## src/rtl/apb_master.sv

```systemverilog
// APB requester: turns a valid/ready command stream into single SETUP->ACCESS transfers, one outstanding.
// Optional ACCESS wait-state timeout is built in when APB_MASTER_TIMEOUT_EN is defined.
module apb_master #(
  parameter int ADDR_W         = 32,
  parameter int DATA_W         = 32,
  parameter int TIMEOUT_CYCLES = 16
) (
  input  logic              pclk,
  input  logic              presetn,
  input  logic              cmd_valid,
  output logic              cmd_ready,
  input  logic              cmd_write,
  input  logic [ADDR_W-1:0] cmd_addr,
  input  logic [DATA_W-1:0] cmd_wdata,
  output logic              rsp_valid,
  output logic [DATA_W-1:0] rsp_rdata,
  output logic              rsp_err,
  output logic              rsp_timeout,
  output logic              psel,
  output logic              penable,
  output logic              pwrite,
  output logic [ADDR_W-1:0] paddr,
  output logic [DATA_W-1:0] pwdata,
  input  logic              pready,
  input  logic              pslverr,
  input  logic [DATA_W-1:0] prdata
);

  typedef enum logic [1:0] {
    IDLE   = 2'd0,
    SETUP  = 2'd1,
    ACCESS = 2'd2
  } state_t;

  state_t            state, state_nxt;
  logic              psel_nxt, penable_nxt, pwrite_nxt;
  logic [ADDR_W-1:0] paddr_nxt;
  logic [DATA_W-1:0] pwdata_nxt, rsp_rdata_nxt;
  logic              rsp_valid_nxt, rsp_err_nxt;
  logic              timeout_hit;

`ifdef APB_MASTER_TIMEOUT_EN
  localparam int CNT_W = $clog2(TIMEOUT_CYCLES + 1);

  logic [CNT_W-1:0] wait_cnt, wait_cnt_nxt;
  logic             rsp_timeout_q, rsp_timeout_nxt;

  // Expiry fires on the edge that would make the count reach TIMEOUT_CYCLES; pready=1 there wins.
  assign timeout_hit = (state == ACCESS) && !pready &&
                       (wait_cnt == CNT_W'(TIMEOUT_CYCLES - 1));
  assign rsp_timeout = rsp_timeout_q;

  always_comb begin
    wait_cnt_nxt    = '0;
    rsp_timeout_nxt = timeout_hit;
    if ((state == ACCESS) && !pready && !timeout_hit)
      wait_cnt_nxt = wait_cnt + 1'b1;
  end

  always_ff @(posedge pclk or negedge presetn) begin
    if (!presetn) begin
      wait_cnt      <= '0;
      rsp_timeout_q <= 1'b0;
    end else begin
      wait_cnt      <= wait_cnt_nxt;
      rsp_timeout_q <= rsp_timeout_nxt;
    end
  end
`else
  assign timeout_hit = 1'b0;
  assign rsp_timeout = 1'b0;
`endif

  // Held low through reset so no command can be taken while the bus is being cleared.
  assign cmd_ready = presetn && (state == IDLE);

  always_comb begin
    state_nxt     = state;
    psel_nxt      = psel;
    penable_nxt   = penable;
    pwrite_nxt    = pwrite;
    paddr_nxt     = paddr;
    pwdata_nxt    = pwdata;
    rsp_valid_nxt = 1'b0;
    rsp_err_nxt   = 1'b0;
    rsp_rdata_nxt = rsp_rdata;
    case (state)
      IDLE: begin
        if (cmd_valid) begin
          paddr_nxt   = cmd_addr;
          pwrite_nxt  = cmd_write;
          pwdata_nxt  = cmd_write ? cmd_wdata : '0;
          psel_nxt    = 1'b1;
          penable_nxt = 1'b0;
          state_nxt   = SETUP;
        end
      end
      SETUP: begin
        penable_nxt = 1'b1;
        state_nxt   = ACCESS;
      end
      ACCESS: begin
        if (pready) begin
          psel_nxt      = 1'b0;
          penable_nxt   = 1'b0;
          rsp_valid_nxt = 1'b1;
          rsp_err_nxt   = pslverr;
          rsp_rdata_nxt = pwrite ? '0 : prdata;
          state_nxt     = IDLE;
        end else if (timeout_hit) begin
          psel_nxt      = 1'b0;
          penable_nxt   = 1'b0;
          rsp_valid_nxt = 1'b1;
          rsp_err_nxt   = 1'b1;
          rsp_rdata_nxt = '0;
          state_nxt     = IDLE;
        end
      end
      default: begin
        psel_nxt    = 1'b0;
        penable_nxt = 1'b0;
        state_nxt   = IDLE;
      end
    endcase
  end

  always_ff @(posedge pclk or negedge presetn) begin
    if (!presetn) begin
      state     <= IDLE;
      psel      <= 1'b0;
      penable   <= 1'b0;
      pwrite    <= 1'b0;
      paddr     <= '0;
      pwdata    <= '0;
      rsp_valid <= 1'b0;
      rsp_err   <= 1'b0;
      rsp_rdata <= '0;
    end else begin
      state     <= state_nxt;
      psel      <= psel_nxt;
      penable   <= penable_nxt;
      pwrite    <= pwrite_nxt;
      paddr     <= paddr_nxt;
      pwdata    <= pwdata_nxt;
      rsp_valid <= rsp_valid_nxt;
      rsp_err   <= rsp_err_nxt;
      rsp_rdata <= rsp_rdata_nxt;
    end
  end

endmodule
```

## config.mk

```make
export PLATFORM = sky130hd
export DESIGN_NAME = apb_master
export DESIGN_NICKNAME = d
export VERILOG_FILES = /design/src/rtl/apb_master.sv
export SDC_FILE = /design/constraint.sdc
export NUM_CORES = 1
export LEC_CHECK = 0
export ABC_AREA = 1
export BUFFER_PORTS_ARGS = -buffer_cell sky130_fd_sc_hd__buf_2
export CAP_MARGIN = 20
export CELL_PAD_IN_SITES_DETAIL_PLACEMENT = 0
export CELL_PAD_IN_SITES_GLOBAL_PLACEMENT = 2
export CORE_ASPECT_RATIO = 2
export CORE_MARGIN = 2
export CORE_UTILIZATION = 28
export CTS_BUF_LIST = sky130_fd_sc_hd__clkbuf_2
export CTS_CLUSTER_SIZE = 20
export DETAILED_ROUTE_END_ITERATION = 16
export HOLD_SLACK_MARGIN = 0.1
export PLACE_DENSITY_LB_ADDON = 0.1
export SYNTH_ARGS = -nofsm -noshare
export SYNTH_HDL_FRONTEND = slang
export SYNTH_SLANG_ARGS = --single-unit
```

## constraint.sdc

```tcl
create_clock -name pclk -period 1.9 [get_ports pclk]
set_input_delay 0.285 -clock pclk [delete_from_list [all_inputs] [get_ports pclk]]
set_output_delay 0.285 -clock pclk [all_outputs]
set_load 0.02 [all_outputs]
```

==> out/metrics.cfg <==
[synthesis]
syn-cell-area_sq_mm=0.00430
synth_nets=614
synth-seq-area-share_pct=59.3
avgSynthCellArea_sq_um=8.41
yosys-top-cells-area=dfrtp_1, nand2_1, nand3_1
ys_types=16
synth_top_area_share_pct=59.3
synth_cells=512
yosys_warnings=0
synth_seq_cells=102
yosys.area.top_type=dfrtp_1

[power]
power.leakage_nw=3.87
vdd_ir_drop_max_uv=642
p_per_area_mw_per_mm2=1380

[floorplan]
start_util_pct=28.4
core_area_sq_mm=0.0151
io_pins=205
rows=64
die_h_microns=179
die_w_microns=91.7
dieArea_sq_mm=0.0164

[timing]
fin_worst_skew_ns=0.0496
setup_viol_count_final=0
finalCritPeriodShare_pct=90.7
rsz0062_at_grt=false
relSlewSlack_pct=57.0
hold_viol=0
setup_tns_ns=0
slew_violations=0
clock.fmax_mhz=580
worst_slew_pin_slew_ns=0.646
fin_hold_ws_ns=0.249
fin_crit_ns=1.72

[clocking]
htree_levels=3
root_buffer=clkbuf_2
clockBufferDepth=2
numCtsBuffers=9
clock-sinks=102
path_clk_slew_ns=0.28
clk_latency_ns=0.60
cts_tree=done

[worst_setup_path]
crit_type=reg2out
worstPathRequired_ns=1.62
end_kind=primary output
cp-start-kind=flip-flop
worstPathMaxFanout=2
arrival_ns=1.44

[place]
gp_congestion=0.701
hpwlAfterDp_microns=8230
io_buffers=203

[run]
drv_cap=0

[route]
wirelength_microns=13200
vias=4241
viasPerCell=4.21
antenna_left=0
avgRoutedWirePerCell_microns=13.1
drc=0
drt_iter0_drc=200
dr.pass1.iters=4

[global_routing]
grt_pass1_wl_microns=20800
grt_overflow=0
antenna_found_initial=1
grt_usage_pct=15.9
grt_pass1_vias=4187
grt_max_degree=103

[status]
status=complete, no violations

[min_path]
hp-class=in2reg

[final_layout]
nets=905
layout-drive-gt1-share_pct=29.1
fillCellCount=1606
area_delta_synth_final_pct=54.0

final timing paths:
path	startpoint	end	slack [ns]	cells after the start
setup / recovery	state[1]$_DFFE_PN0P_	cmd_ready	0.18	4
hold / removal	cmd_write	pwrite$_DFFE_PN0P_	0.25	3
setup reg to reg	state[1]$_DFFE_PN0P_	pwdata[31]$_DFFE_PN0P_	0.43	5
hold reg to reg	paddr[12]$_DFFE_PN0P_	paddr[12]$_DFFE_PN0P_	0.50	2
max in group asynchronous	presetn	state[1]$_DFFE_PN0P_	1.11	3
min in group asynchronous	presetn	pwdata[13]$_DFFE_PN0P_	0.28	3
cell usage in the layout (no fill, tap or decap):
| cell type | count |
|---|---|
| dfrtp_2 | 1 |
| nand2_2 | 1 |
| diode_2 | 1 |
| inv_6 | 3 |
| o21ai_0 | 27 |
| nor2_4 | 1 |
| inv_1 | 41 |
| nand2_1 | 226 |
| bufinv_16 | 1 |
| clkinv_2 | 1 |
| nand3_2 | 1 |
| dfrtp_1 | 101 |
| dlygate4sd3_1 | 101 |
| clkinvlp_4 | 1 |
| nor2_1 | 5 |
| nand3_1 | 65 |
| buf_4 | 10 |
| a21oi_1 | 1 |
| buf_2 | 202 |
| conb_1 | 1 |
| buf_12 | 3 |
| clkinv_4 | 1 |
| o21ai_1 | 5 |
| clkbuf_2 | 9 |
timing repair:
item / in CTS / in global routing
resized for setup: 0 / 1
cloned: 0 / 0
hold endpoints to repair: 201 / 0
pin swaps: 1 / 0
buffers inserted: 1 / 1
setup endpoints to repair: 1 / 1
hold buffers: 101 / 0
area by class of cell:
class | instances | area [sq um] | area share, %
Tap cell | 198 | 248 | 3.74
Clock buffer | 9 | 45.0 | 0.680
Antenna cell | 1 | 2.50 | 0.0378
Sequential cell | 102 | 2550 | 38.5
Multi-Input combinational cell | 333 | 1390 | 21.0
Clock inverter | 7 | 77.6 | 1.17
Timing Repair Buffer | 316 | 2160 | 32.6
Inverter | 41 | 154 | 2.32
power by group:
group / internal (W) / total (W) / leakage, nW / switching (W)
clock: 0.000319 / 0.00110 / 0.0733 / 0.000783
combinational: 0.00150 / 0.00444 / 2.50 / 0.00293
sequential: 0.00312 / 0.00362 / 1.30 / 0.000498
total: 0.00494 / 0.00915 / 3.87 / 0.00421
stage by stage:
step / area (sq um) / instances / worst slack [ns] / util [%] / power (W)
floorplan: 4300 / 512 / 0.325 / - / 0.00637
global placement: 5470 / 887 / 0.527 / 36.2 / 0.00796
detailed placement: 5470 / 887 / 0.520 / 36.2 / 0.00800
CTS: 6620 / 1005 / 0.0771 / 43.7 / 0.00931
global route: 6630 / 1007 / 0.0188 / 43.8 / 0.00994
finish: 6630 / 1007 / 0.176 / 43.8 / 0.00915
synth_stat cells:
master      n
nand2_1   227
dfrtp_1   102
nand3_1    65
inv_1      41
o21ai_0    27
buf_2      16
clkbuf_1    8
buf_4       7
nor2_1      5
o21ai_1     5
buf_6       4
a21oi_1     1
buf_1       1
conb_1      1
nand3_2     1
nor2_4      1
cells by family after synthesis:
kind of cell,share of synthesized area [%]
compound gates,3.84
buf+inv,8.49
flops,59.3
other cells,0.0871
simple gates,28.3
registers in the layout (all words and copies together) (netlist names):
register,cells
rsp_err,1
paddr,32
psel,1
state,2
pwdata,32
pwrite,1
rsp_valid,1
rsp_rdata,32
layer usage:
layer / global-route usage (%) / routed length [microns] / up-vias / part of all wire, %
met5: 0 / 0 / - / 0
met4: 5.11 / 229 / 0 / 1.7
met3: 4.48 / 926 / 14 / 7.0
met2: 26.8 / 6410 / 131 / 48
met1: 19.6 / 5660 / 1939 / 43
li1: - / - / 2157 / -
worst max-delay path: stages (launching register included):
cell	delay (ns)
dfrtp_2	0.48
nor2_4	0.11
inv_1	0.04
nor2_1	0.07
buf_2	0.18
(Power assumes the default switching activity.)
